## src/rtl/cpu_pkg.sv

```systemverilog
// -----------------------------------------------------------------------------
// cpu_pkg
// Shared definitions for the 9-bit CPU control path:
//   - seq_state_t : states of the multicycle sequencer FSM
//   - CLS_*       : instruction class codes produced by the decoder
//   - DEF_*       : default widths / timing used as parameter defaults
// -----------------------------------------------------------------------------
package cpu_pkg;

   localparam int DEF_TYPE_W      = 3;
   localparam int DEF_ADDR_W      = 9;
   localparam int DEF_ALU_CYCLES  = 1;
   localparam int DEF_MEM_TIMEOUT = 15;

   localparam int CLS_ALU  = 1;
   localparam int CLS_JMPI = 2;
   localparam int CLS_MOV  = 3;
   localparam int CLS_JMP  = 4;
   localparam int CLS_ST   = 5;
   localparam int CLS_LD   = 6;

   typedef enum logic [3:0] {
      S_IDLE,
      S_FETCH,
      S_DECODE,
      S_OPF,
      S_EXEC,
      S_MEM,
      S_WB,
      S_BRANCH,
      S_HALTED
   } seq_state_t;

endpackage

```

## src/rtl/seq_timer.sv

```systemverilog
// -----------------------------------------------------------------------------
// seq_timer
// Loadable down-counter with an expiry flag. Loaded with (N-1) on the edge
// that enters a timed state, it reports expired during the N-th cycle.
// Ports:
//   clk       in   system clock
//   init_n    in   asynchronous active-low reset (count cleared to 0)
//   load      in   load load_val on the next edge (has priority over dec)
//   load_val  in   W  value to load
//   dec       in   decrement by one (holds at zero)
//   expired   out  count is zero
// -----------------------------------------------------------------------------
module seq_timer #(
   parameter int W = 4
) (
   input  logic         clk,
   input  logic         init_n,
   input  logic         load,
   input  logic [W-1:0] load_val,
   input  logic         dec,
   output logic         expired
);

   logic [W-1:0] cnt_q;

   always_ff @(posedge clk or negedge init_n) begin
      if (!init_n) begin
         cnt_q <= '0;
      end else if (load) begin
         cnt_q <= load_val;
      end else if (dec && (cnt_q != '0)) begin
         cnt_q <= cnt_q - 1'b1;
      end
   end

   assign expired = (cnt_q == '0);

endmodule

```

## src/rtl/cpu_sequencer.sv

```systemverilog
// -----------------------------------------------------------------------------
// cpu_sequencer
// Multicycle control FSM for the 9-bit CPU. Issues one-cycle stage strobes
// (fetch, decode, register read, ALU, register write) routed by instruction
// class, holds memory requests until mem_ready or timeout, and ends in a
// sticky HALTED state flagged by done (HALT opcode) or err (illegal class,
// memory timeout).
// Optional build macro: SEQ_PERF_CNT_EN adds a saturating retired-instruction
// counter on the retired port; without it retired is tied to zero.
// Ports:
//   clk, init_n                 clock, asynchronous active-low reset
//   start, start_addr           begin fetching at start_addr (IDLE only)
//   inst_type, halt_inst        decoder class and HALT flag
//   mem_ready                   memory access complete
//   fetch_en .. reg_mem_w_en    one-cycle stage strobes
//   mem_r_en, mem_w_en          memory request, held until mem_ready
//   branch_en                   fetch unit takes branch/jump
//   pc_load                     fetch unit loads start_addr
//   busy, done, err             status
//   retired                     retired instruction count
// -----------------------------------------------------------------------------
module cpu_sequencer
   import cpu_pkg::*;
#(
   parameter int TYPE_W      = DEF_TYPE_W,
   parameter int ALU_CYCLES  = DEF_ALU_CYCLES,
   parameter int MEM_TIMEOUT = DEF_MEM_TIMEOUT,
   parameter int ADDR_W      = DEF_ADDR_W
) (
   input  logic              clk,
   input  logic              init_n,
   input  logic              start,
   input  logic [ADDR_W-1:0] start_addr,
   input  logic [TYPE_W-1:0] inst_type,
   input  logic              halt_inst,
   input  logic              mem_ready,
   output logic              fetch_en,
   output logic              decode_en,
   output logic              reg_r_en,
   output logic              alu_en,
   output logic              reg_w_en,
   output logic              reg_mem_w_en,
   output logic              mem_r_en,
   output logic              mem_w_en,
   output logic              branch_en,
   output logic              pc_load,
   output logic              busy,
   output logic              done,
   output logic              err,
   output logic [15:0]       retired
);

   localparam int ALU_TW = $clog2(ALU_CYCLES + 1);
   localparam int MEM_TW = $clog2(MEM_TIMEOUT + 1);

   localparam logic [TYPE_W-1:0] T_ALU  = TYPE_W'(CLS_ALU);
   localparam logic [TYPE_W-1:0] T_JMPI = TYPE_W'(CLS_JMPI);
   localparam logic [TYPE_W-1:0] T_MOV  = TYPE_W'(CLS_MOV);
   localparam logic [TYPE_W-1:0] T_JMP  = TYPE_W'(CLS_JMP);
   localparam logic [TYPE_W-1:0] T_ST   = TYPE_W'(CLS_ST);
   localparam logic [TYPE_W-1:0] T_LD   = TYPE_W'(CLS_LD);

   seq_state_t        state_q, state_d;
   logic [TYPE_W-1:0] cls_q;
   logic              pc_load_q, done_q, err_q;
   logic              alu_load, alu_dec, alu_exp;
   logic              mem_load, mem_dec, mem_exp;
   logic              halt_done, halt_err, retire;
   logic              cls_is_ld;

   // Class is latched at the end of DECODE; later states route on the copy.
   assign cls_is_ld = (cls_q == T_LD);

   seq_timer #(.W(ALU_TW)) u_alu_timer (
      .clk      (clk),
      .init_n   (init_n),
      .load     (alu_load),
      .load_val (ALU_TW'(ALU_CYCLES - 1)),
      .dec      (alu_dec),
      .expired  (alu_exp)
   );

   seq_timer #(.W(MEM_TW)) u_mem_timer (
      .clk      (clk),
      .init_n   (init_n),
      .load     (mem_load),
      .load_val (MEM_TW'(MEM_TIMEOUT - 1)),
      .dec      (mem_dec),
      .expired  (mem_exp)
   );

   always_ff @(posedge clk or negedge init_n) begin
      if (!init_n) begin
         state_q   <= S_IDLE;
         cls_q     <= '0;
         pc_load_q <= 1'b0;
         done_q    <= 1'b0;
         err_q     <= 1'b0;
      end else begin
         state_q <= state_d;
         // Registered so the pulse lines up with the first FETCH cycle.
         pc_load_q <= (state_q == S_IDLE) && start;
         if (state_q == S_DECODE) cls_q <= inst_type;
         if (halt_done) done_q <= 1'b1;
         if (halt_err)  err_q  <= 1'b1;
      end
   end

   always_comb begin
      state_d      = state_q;
      fetch_en     = 1'b0;
      decode_en    = 1'b0;
      reg_r_en     = 1'b0;
      alu_en       = 1'b0;
      reg_w_en     = 1'b0;
      reg_mem_w_en = 1'b0;
      mem_r_en     = 1'b0;
      mem_w_en     = 1'b0;
      branch_en    = 1'b0;
      alu_load     = 1'b0;
      alu_dec      = 1'b0;
      mem_load     = 1'b0;
      mem_dec      = 1'b0;
      halt_done    = 1'b0;
      halt_err     = 1'b0;
      retire       = 1'b0;
      case (state_q)
         S_IDLE: begin
            if (start) state_d = S_FETCH;
         end
         S_FETCH: begin
            fetch_en = 1'b1;
            state_d  = S_DECODE;
         end
         S_DECODE: begin
            decode_en = 1'b1;
            if (halt_inst) begin
               state_d   = S_HALTED;
               halt_done = 1'b1;
            end else begin
               case (inst_type)
                  T_ALU, T_JMP, T_ST, T_LD: state_d = S_OPF;
                  T_JMPI:                   state_d = S_BRANCH;
                  T_MOV:                    state_d = S_WB;
                  default: begin
                     state_d  = S_HALTED;
                     halt_err = 1'b1;
                  end
               endcase
            end
         end
         S_OPF: begin
            reg_r_en = 1'b1;
            case (cls_q)
               T_ALU: begin
                  state_d  = S_EXEC;
                  alu_load = 1'b1;
               end
               T_JMP: state_d = S_BRANCH;
               T_ST, T_LD: begin
                  state_d  = S_MEM;
                  mem_load = 1'b1;
               end
               default: begin
                  state_d  = S_HALTED;
                  halt_err = 1'b1;
               end
            endcase
         end
         S_EXEC: begin
            alu_en = 1'b1;
            if (alu_exp) state_d = S_WB;
            else         alu_dec = 1'b1;
         end
         S_MEM: begin
            mem_r_en = cls_is_ld;
            mem_w_en = !cls_is_ld;
            // A ready in the last allowed cycle still completes the access.
            if (mem_ready) begin
               if (cls_is_ld) begin
                  state_d = S_WB;
               end else begin
                  state_d = S_FETCH;
                  retire  = 1'b1;
               end
            end else if (mem_exp) begin
               state_d  = S_HALTED;
               halt_err = 1'b1;
            end else begin
               mem_dec = 1'b1;
            end
         end
         S_WB: begin
            reg_mem_w_en = cls_is_ld;
            reg_w_en     = !cls_is_ld;
            state_d      = S_FETCH;
            retire       = 1'b1;
         end
         S_BRANCH: begin
            branch_en = 1'b1;
            state_d   = S_FETCH;
            retire    = 1'b1;
         end
         S_HALTED: state_d = S_HALTED;
         default:  state_d = S_IDLE;
      endcase
   end

   assign pc_load = pc_load_q;
   assign done    = done_q;
   assign err     = err_q;
   assign busy    = (state_q != S_IDLE) && (state_q != S_HALTED);

   // start_addr is consumed by the fetch unit directly; the sequencer only
   // times pc_load, so the address is deliberately not used here.
   logic unused_ok;

`ifdef SEQ_PERF_CNT_EN
   logic [15:0] retired_q;

   always_ff @(posedge clk or negedge init_n) begin
      if (!init_n) begin
         retired_q <= '0;
      end else if (retire && (retired_q != 16'hFFFF)) begin
         retired_q <= retired_q + 16'd1;
      end
   end

   assign retired   = retired_q;
   assign unused_ok = ^start_addr;
`else
   assign retired   = 16'd0;
   assign unused_ok = ^{start_addr, retire};
`endif

endmodule

```

## config.mk

```make
export PLATFORM = sky130hd
export DESIGN_NAME = cpu_sequencer
export DESIGN_NICKNAME = d
export VERILOG_FILES = /design/src/rtl/cpu_pkg.sv /design/src/rtl/seq_timer.sv /design/src/rtl/cpu_sequencer.sv
export SDC_FILE = /design/constraint.sdc
export NUM_CORES = 1
export LEC_CHECK = 0
export ABC_AREA = 1
export CAP_MARGIN = 20
export CELL_PAD_IN_SITES_DETAIL_PLACEMENT = 1
export CELL_PAD_IN_SITES_GLOBAL_PLACEMENT = 1
export CORE_MARGIN = 2
export CORE_UTILIZATION = 29
export DETAILED_ROUTE_END_ITERATION = 16
export GPL_TIMING_DRIVEN = 0
export PLACE_DENSITY = 0.78
export SYNTH_ARGS = -nofsm -noshare
export SYNTH_HDL_FRONTEND = slang
export SYNTH_SLANG_ARGS = --single-unit
```

## constraint.sdc

```tcl
create_clock -name clk -period 1.7 [get_ports clk]
set_clock_uncertainty 0.2 [all_clocks]
set_input_delay 0.34 -clock clk [delete_from_list [all_inputs] [get_ports clk]]
set_output_delay 0.34 -clock clk [all_outputs]
set_load 0.01 [all_outputs]
```

==> run metrics, run 1 <==
Worst slew margin 48.63%; Most Crowded Layer GR met2; # setup viols final 8; CP Capture Type output pin; cell area after layout 1698 sq um; Top Ports 46; Fin. Hold Viols 0; total wire length 3.245 mm; WL/cell 12.11 um; Arr. time, crit path 1.23 ns; Post-Synth Adder-Cell Area 1.133%; Synth warnings 0; PortBufs 20; Rows 22; fin. max-slew vios 0; # diodes 0; antenna violations before repair 0; Synth Area in Simple Gates 37.49%; Synth Area per Inst 6.737 sq um; crit-path cells nor2_4, buf_6, nand2_1, inv_2, buf_6; Starting Density 30.18%; most common library cell in the layout ignoring fill and taps nand2_1; CTS Hold Buffers Added 0; TritonCTS clock tree yes; Clock Latency Late Sink 0.26 ns; vias in the first global route 1,188; dpl ws -0.2903 ns; synthesized area 1105 sq um; CTS H-tree lvls 1; Leakage Power 0.8933 nW; setup ws final -0.06948 ns; RSZ-0062 raised after global routing true; post-synthesis compound-gate area fraction 7.248%; largest cells by area after synthesis dfrtp_1 (34%), nand2_1 (12%), buf_4 (11%); drt via density 4.306; #FFs+latches synth 15; min Tclk post-route 1.769 ns; CP dominant cell by count buf_6; largest net degree at the start of global routing 16; mux share of post-synthesis cell area 0%; Area growth, synth to finish 53.68%; gr ovfl total 0; largest family of logic cells by synthesized area simple AND/OR/NAND/NOR gates; Total Neg Setup Slack -0.4509 ns; CP required 1.16 ns; failing checks negative setup slack; Die X 65.72 um; NumNets Final 239; crit start category flop; total number of vias 1,154; first-pass GRT wire length 5.513 mm; most frequent cells in the layout nand2_1 (34), buf_4 (27), nor2_1 (22); Die ar. 4319 sq um; clk sinks 15; Vert. Die Dim 65.72 um; Pre-Repair DR Iteration Count 4; post-synthesis sequential area ratio 33.98%; Tcrit/Tclk final 104.1%; slew at the pin closest to its max-slew limit 0.7682 ns; max frequency 565.1 MHz; Max Cap Violations 0; largest stage delay on the critical path 0.44 ns; CTS Buf Count 3; met2 Use GR 27.78%; largest fanout on the critical path 4; met3 usage 2.226%; gpl congestion 0.8401; dpl cell area 1421 sq um; met1 global-route usage 21.35%; Hold WS 0.2794 ns; clk slew on worst S/H paths 0.07 ns; post-synth top area share 33.98%; GRT Total Usage 16.59%; Yosys cell types 23; DRC viols 0; Hold Path Class reg -> reg; Power Total 2.222 mW; Worst path slowest cell dfrtp_2; clock tree buffer depth 2; Power Dens Cells 1309 nW/um^2; HPWL after DPL 2.158 mm; critical setup path kind reg -> out; Routed Antenna Nets 0; DRT iter0 DRCs 28; CTS Root Buffer Type clkbuf_8; Worst IR Drop VDD 353.3 uV; xor/xnor cell area share of the yosys netlist 0%; Cells after Synth 164; status finished, violations left; core area 3661 sq um; layout cells sized above 1 37.27%; Yosys top cell by area dfrtp_1
[cell type report]
cell class	instances	area (sq um)
Clock inverter	1	5.005
Sequential cell	15	380.4
Tap cell	48	60.06
Timing Repair Buffer	37	324.1
Clock buffer	3	41.29
Multi-Input combinational cell	123	665.6
Fill cell	497	1963
Buffer	16	120.1
Inverter	25	101.3
[synth_stat cells]
cell type	number
o211ai_1	2
nand2_2	3
inv_1	20
o21bai_1	1
o21ai_0	7
o21a_1	1
nor2_1	27
buf_4	16
dfrtp_1	15
o21ai_1	2
conb_1	1
clkbuf_2	1
nor3_1	1
nand2_4	1
nand3_1	14
ha_1	1
a21oi_1	1
nand4_1	2
nor2_2	5
nand3_4	1
nor2_4	1
nand2_1	36
inv_2	5
[worst max-delay path, delay by kind of cell (launching register included)]
| family | cells | cell delay (ns) |
|---|---|---|
| AND/OR/NAND/NOR | 2 | 0.22 |
| flip-flops | 1 | 0.44 |
| buffers and inverters | 3 | 0.31 |
[layer usage]
| metal | up-vias | wire length, um |
|---|---|---|
| met5 | - | 0 |
| met4 | 0 | 64 |
| met3 | 5 | 139 |
| met2 | 28 | 1566 |
| met1 | 531 | 1475 |
| li1 | 590 | - |
[where the power goes]
| group | internal, mW | switching, mW |
|---|---|---|
| Combinational | 0.603 | 0.708 |
| Clock | 0.163 | 0.146 |
| Sequential | 0.477 | 0.126 |
| Total | 1.24 | 0.980 |
[final timing paths]
| kind | start | to | slack (ns) | depth (start not counted) |
|---|---|---|---|---|
| worst min register to register | done | done | 0.28 | 1 |
| min in group asynchronous | init_n | u_mem_timer.cnt_q[3] | 0.33 | 1 |
| worst min-delay path | done | done | 0.28 | 1 |
| max in group asynchronous | init_n | cls_q[2] | 0.44 | 1 |
| worst max register to register | state_q[0] | state_q[2] | 0.06 | 10 |
| worst max-delay path | state_q[2] | decode_en | -0.07 | 5 |
[per-stage QoR]
step	std cells	util, %
after floorplan	179	-
after global placement	247	38.82
after detailed placement	247	38.82
after CTS	263	44.53
after global routing	268	46.38
final	268	46.38
[kinds of logic after synthesis]
kind of cell	Yosys count
AO/OA/AOI/OAI	14
other	1
flip-flops	15
adder cells (fa/ha/maj)	1
AND/OR/NAND/NOR	91
buffers and inverters	42
[registers in the layout, indices dropped and copies added (netlist names)]
name,flops
u_alu_timer.cnt_q,1
done,1
cls_q,3
err,1
state_q,4
pc_load,1
u_mem_timer.cnt_q,4
[what timing repair did]
action | in CTS | in global routing
cloned | 0 | 1
pin swaps | 6 | 9
buffers inserted | 13 | 4
resized for setup | 69 | 13
setup endpoints to repair | 10 | 17
No activity file was read; power rests on OpenSTA's default activity.
==> inputs of run 2 (changes only) <==
Settings changed: ABC_AREA 1 to 0, CORE_UTILIZATION 29 to 32, SETUP_SLACK_MARGIN set to 0.05.
==> run metrics, run 2 <==
cell area after layout 1986 sq um (+17%); vias in the first global route 1,197 (+0.76%); Reg2Reg Depth 6 (-4); worst reg2reg setup slack -0.20 ns (-0.26 ns); status finished, violations left; worst setup path start state_q[3]; Comb power frac 68.8% (+9.8 points); worst hold stages 1 (unchanged); slew at the pin closest to its max-slew limit 0.7513 ns (-0.01685 ns); max frequency 502.1 MHz (-11%); Top Ports 46 (unchanged); layout cells sized above 1 55.90% (+19 points); synthesized area 1175 sq um (+6.3%); WL/cell 17.06 um (+41%); clock tree buffer depth 2 (unchanged); # diodes 0 (unchanged); Flop pwr share 20.7% (-6.4 points); WHS Endpoint done; DRC viols 0 (unchanged); failing checks negative setup slack; Yosys cell types 52 (+130%); Routed Antenna Nets 0 (unchanged); FF-to-FF End state_q[0]; Leakage Power 0.9164 nW (+2.6%); P_int 1.756 mW (+41%); RSZ-0062 raised after global routing true; Worst path slowest cell dfrtp_1; largest net degree at the start of global routing 16 (unchanged); Switch Pwr 1.188 mW (+21%); min Tclk post-route 1.992 ns (+0.2223 ns); CTS H-tree lvls 1 (unchanged); Synth Area per Inst 9.324 sq um (+38%); drt via density 4.893 (+14%); NumNets Final 214 (-10%); EDFF count, synth 0 (unchanged); Pre-Repair DR Iteration Count 4 (unchanged); Hold Path Class reg -> reg; clk slew on worst S/H paths 0.06 ns (about the same); core area 3606 sq um (-1.5%); FILL cells 409 (-18%); #FFs+latches synth 15 (unchanged); switching share of power 40.36% (-3.7 points); TritonCTS clock tree yes; total number of vias 1,189 (+3.0%); Worst R2R Start state_q[3]; Die X 64.59 um (-1.7%); PortBufs 20 (unchanged); Arr. time, crit path 1.45 ns (+0.22 ns); hold path startpoint done; total wire length 4.146 mm (+28%); CTS Root Buffer Type clkbuf_8; largest stage delay on the critical path 0.40 ns (-0.04 ns); Commonest cells post-synth buf_4 (16), dfrtp_1 (15), nand2_1 (10); Tcrit/Tclk final 117.2% (+13 points); Fin. Hold Viols 0 (unchanged); # setup viols final 20 (+12); dpl cell area 1511 sq um (+6.3%); CP Capture Type output pin; largest fanout on the critical path 6 (+2); Worst IR Drop VDD 402.5 uV (+14%); GRT Total Usage 19.19% (+2.6 points); dpl ws -0.6489 ns (-0.3586 ns); Synth warnings 0 (unchanged); most frequent cells in the layout buf_4 (32), buf_6 (22), conb_1 (16); crit-path cells buf_6, and2b_2, nand2_2, nor3_2, buf_2; Hold WS 0.2606 ns (-0.01881 ns); HPWL after DPL 2.421 mm (+12%); post-synth top area share 31.95% (-2.0 points); clk sinks 15 (unchanged); Cells after Synth 126 (-23%); critical setup path kind reg -> out; crit start category flop; Vert. Die Dim 64.59 um (-1.7%); fin. max-slew vios 0 (unchanged); Die ar. 4172 sq um (-3.4%); Area growth, synth to finish 69.01%; CP required 1.16 ns (about the same); Worst slew margin 49.75% (+1.1 points); Power Dens Cells 1483 nW/um^2 (+13%); first-pass GRT wire length 6.051 mm (+9.8%); setup ws final -0.2918 ns (-0.2223 ns); Starting Density 32.58% (+2.4 points); leading registers by flop count state_q: 4 flops, u_mem_timer.cnt_q: 4 flops, cls_q: 3 flops; post-synthesis sequential area ratio 31.95% (-2.0 points); gr ovfl total 0 (unchanged); most common cell in the synthesized netlist buf_4; Max Cap Violations 0 (unchanged); main flop type after synthesis dfrtp_1; antenna violations before repair 0 (unchanged); Yosys top cell by area dfrtp_1; CTS Hold Buffers Added 0 (unchanged); DRT iter0 DRCs 42 (+50%); gpl congestion 0.7828 (-6.8%); Clock Latency Late Sink 0.26 ns (about the same); largest cells by area after synthesis dfrtp_1 (32%), buf_4 (10%), nand2_1 (3.2%); Rows 22 (unchanged); CTS Buf Count 3 (unchanged); ys async rst share 100.0% (unchanged); clock share of power 10.5% (-3.4 points); Power Total 2.945 mW (+32%); most common library cell in the layout ignoring fill and taps buf_4
run 2: cell types whose count changed in the layout (fill, tap and decap cells not counted), sizes merged, moves of 4 or more:
cell    delta
nor2      -25
nand2b     +5
buf       +20
o21ai      -7
a21oi      +4
nand2     -30
inv       -23
nand3     -12
run 2: worst max path at each step:
| stage | to | slack (ns) |
|---|---|---|
| 2_1_floorplan | state_q[0] | -0.0005 |
| 3_3_place_gp | mem_r_en | -0.54 |
| 3_5_place_dp | mem_r_en | -0.65 |
| 4_1_cts | reg_mem_w_en | -0.24 |
| 5_1_grt | reg_w_en | -0.34 |
| 6_report | reg_w_en | -0.29 |
run 2: layout make-up:
type / instances / area (sq um) / share of cell area (%)
multi-input combinational: 101 / 848.3 / 42.72
timing repair buffer: 51 / 469.2 / 23.63
sequential: 15 / 376.6 / 18.97
buffer: 22 / 177.7 / 8.948
tap: 48 / 60.06 / 3.025
clock buffer: 3 / 41.29 / 2.079
inverter: 2 / 7.507 / 0.3781
clock inverter: 1 / 5.005 / 0.2520
run 2: what timing repair did:
action / 4_1_cts / 5_1_grt
setup buffers: 22 / 9
pin swaps: 15 / 14
gates resized for setup: 80 / 20
endpoints found under the setup margin: 25 / 23
run 2: logic make-up after synthesis:
kind of cell | share of synthesized area (%)
simple gates | 30.14
compound gates | 16.72
buf+inv | 14.70
flops | 31.95
xor+xnor | 2.237
mux | 2.875
fa+ha+maj | 1.065
other cells | 0.3192
run 2: metrics by stage:
| stage | setup TNS, ns | std cells | utilization [%] |
|---|---|---|---|
| CTS | -2.654 | 234 | 50.49 |
| global placement | -7.088 | 209 | 41.92 |
| floorplan | -0.0005043 | 141 | - |
| detailed placement | -8.444 | 209 | 41.92 |
| global route | -4.507 | 243 | 55.07 |
| finish | -3.247 | 243 | 55.07 |
run 2: per-layer routing:
| metal | wire length [um] | track usage (%) | vias to the layer above |
|---|---|---|---|
| li1 | - | - | 557 |
| met1 | 1691 | 21.56 | 582 |
| met2 | 2186 | 36.59 | 41 |
| met3 | 176 | 2.778 | 9 |
| met4 | 91 | 6.649 | 0 |
| met5 | 0 | 0 | - |
run 2: power by group through the flow:
stage / sequential, mW / combinational, mW / clock (mW)
3_3_place_gp: 0.585 / 1.22 / 0
3_5_place_dp: 0.597 / 1.28 / 0
4_1_cts: 0.598 / 1.74 / 0.315
5_1_grt: 0.626 / 2.17 / 0.331
2_1_floorplan: 0.581 / 0.897 / 0
6_report: 0.611 / 2.03 / 0.309
run 2: critical path: cells and delay by family, from the launching register on:
kind	cells	cell delay, ns
flops	1	0.40
simple gates	3	0.48
buf+inv	2	0.31
==> inputs of run 3 (changes only) <==
Settings changed: CAP_MARGIN 20 to 0.
==> results of run 3 <==
Same layout as run 2: the final DEF is identical, and so are final timing and power.
==> edit (config.mk and constraints of run 2) <==
Re-encode `seq_state_t` (9 states) as Gray code, 4 bits wide.
--- a/src/rtl/cpu_pkg.sv
+++ b/src/rtl/cpu_pkg.sv
@@ -22,11 +22,11 @@
    typedef enum logic [3:0] {
-      S_IDLE,
-      S_FETCH,
-      S_DECODE,
-      S_OPF,
-      S_EXEC,
-      S_MEM,
-      S_WB,
-      S_BRANCH,
-      S_HALTED
+      S_IDLE   = 4'b0000,
+      S_FETCH  = 4'b0001,
+      S_DECODE = 4'b0011,
+      S_OPF    = 4'b0010,
+      S_EXEC   = 4'b0110,
+      S_MEM    = 4'b0111,
+      S_WB     = 4'b0101,
+      S_BRANCH = 4'b0100,
+      S_HALTED = 4'b1100
    } seq_state_t;
Formal check against the unedited RTL: no difference found for any inputs over 10 cycles, from zero or initial values; not proved beyond that.
==> edit against run 2 <==
- wire length is 15% lower
- register-to-register slack better by 0.11 ns
- synthesized cell count is 1.6% lower
- sequential cell count stayed put
- largest cell class unchanged
- cell count is 3.3% lower
- critical endpoint is now decode_en
- count of clock-buffer cells in the layout is 1 higher
- via count is 7.1% lower
- global-route usage is 1.9 points lower
- the run still ends with negative setup slack left
- power is 5.8% lower
- synthesized area is 4.3% lower
- setup slack better by 0.12 ns
- cell area is 9.3% lower
- highest routed layer unchanged
==> edit: results (changes against run 2) <==
Run status
  • Status: finished, violations left (unchanged)
  • Failing checks: negative setup slack (unchanged)

Placement
  • Final GP Congestion: 0.782 (was 0.783)
  • Post-DP Area: 1440 µm² (was 1510 µm²)
  • Placed Instances: 205 (was 209)
  • Dpl ws: -0.454 ns (was -0.649 ns)
  • Post-DP HPWL: 2170 µm (was 2420 µm)

Clock tree
  • Clk slew on worst S/H paths: 0.09 ns (was 0.06 ns)
  • Later-pin clock latency in the skew report: 0.28 ns (was 0.26 ns)
  • Post-CTS Setup Inserts: 17 (was 22)
  • Clk root buf: clkbuf_4 (was clkbuf_8)
  • Resized Gates After CTS: 69 (was 80)

Logic synthesis
  • Synth warn: 0 (unchanged)
  • Synth unique cells: 42 (was 52)
  • Post-synthesis sequential area ratio: 33.4% (was 31.9%)
  • Most frequent cells after synthesis: buf_4, dfrtp_1, nor2_1, nor3_1 (was buf_4, dfrtp_1, nand2_1)
  • Syn avg cell area: 9.07 µm² (was 9.32 µm²)
  • Synth top area cells: dfrtp_1, buf_4, nor3_1 (was dfrtp_1, buf_4, nand2_1)

Min path
  • Hold WC Path Type: in -> reg (was reg -> reg)

Global route
  • Number of global-route vias before repair: 1111 (was 1197)
  • Global Route met2 Usage: 29.5% (was 36.6%)
  • GR Util All Layers: 17.3% (was 19.2%)
  • Met3 Track Usage GR: 3.93% (was 2.78%)
  • Met1 Usage GRT: 22.2% (was 21.6%)

Layout
  • Finished Layout Cells: 235 (was 243)
  • Layout cells sized above 1: 46.6% (was 55.9%)
  • Final net count: 208 (was 214)

Routing
  • Initial DRC count: 30 (was 42)
  • Final WL: 3520 µm (was 4150 µm)
  • Vias per std cell: 4.70 (was 4.89)

Pwr
  • P_int: 1590 µW (was 1760 µW)
  • Static leakage: 0.000881 µW (was 0.000916 µW)

Setup path
  • CP arrival: 1.33 ns (was 1.45 ns)

STA
  • Setup violators final: 13 (was 20)
  • Fin worst setup slack: -0.167 ns (was -0.292 ns)
  • Least-Margin Pin Slew: 0.751 ns (about the same)
[edit: critical path, delay by kind of cell, from the launching register on]
kind / cells / cell delay [ns]
flip-flops: 1 / 0.40
AND/OR/NAND/NOR: 1 / 0.21
buffers and inverters: 3 / 0.44
[edit: layout make-up]
type                       count  area, µm²
buffer                        21        189
clock buffer                   4       26.3
fill                         411       1560
inverter                       8       40.0
multi-input combinational     95        734
sequential                    15        377
tap                           46       57.6
timing repair buffer          46        378
[edit: logic make-up after synthesis]
| group | share of synthesized area (%) |
|---|---|
| and+or+nand+nor | 29.5 |
| buffers and inverters | 16.6 |
| AOI/OAI and AO/OA | 13.8 |
| DFF | 33.4 |
| muxes | 3.78 |
| xor gates and xnor gates | 1.56 |
| adders and majority gates | 1.11 |
| other | 0.333 |
[edit: final timing paths]
check                                       start                     end  slack, ns  depth (start not counted)
max in group asynchronous                  init_n    cls_q[2]$_DFFE_PN0P_       0.49                          1
min in group asynchronous                  init_n       pc_load$_DFF_PN0_       0.29                          1
min                                  inst_type[1]    cls_q[1]$_DFFE_PN0P_       0.18                          3
min reg2reg                      done$_DFFE_PN0P_        done$_DFFE_PN0P_       0.27                          1
max reg2reg                  cls_q[0]$_DFFE_PN0P_  state_q[0]$_DFFE_PN0P_      -0.09                          6
max                        state_q[2]$_DFFE_PN0P_               decode_en      -0.17                          4
[edit: per-layer routing]
metal | wire [µm] | vias up
met5 | 0 | -
met4 | 10 | 0
met3 | 184 | 2
met2 | 1790 | 37
met1 | 1540 | 539
li1 | - | 526
[edit: power groups by stage]
stage | clock network, µW | logic [µW] | registers, µW
6_report | 213 | 1940 | 620
5_1_grt | 245 | 2080 | 637
4_1_cts | 220 | 1530 | 620
3_5_place_dp | 0 | 1200 | 621
3_3_place_gp | 0 | 1150 | 608
2_1_floorplan | 0 | 832 | 601
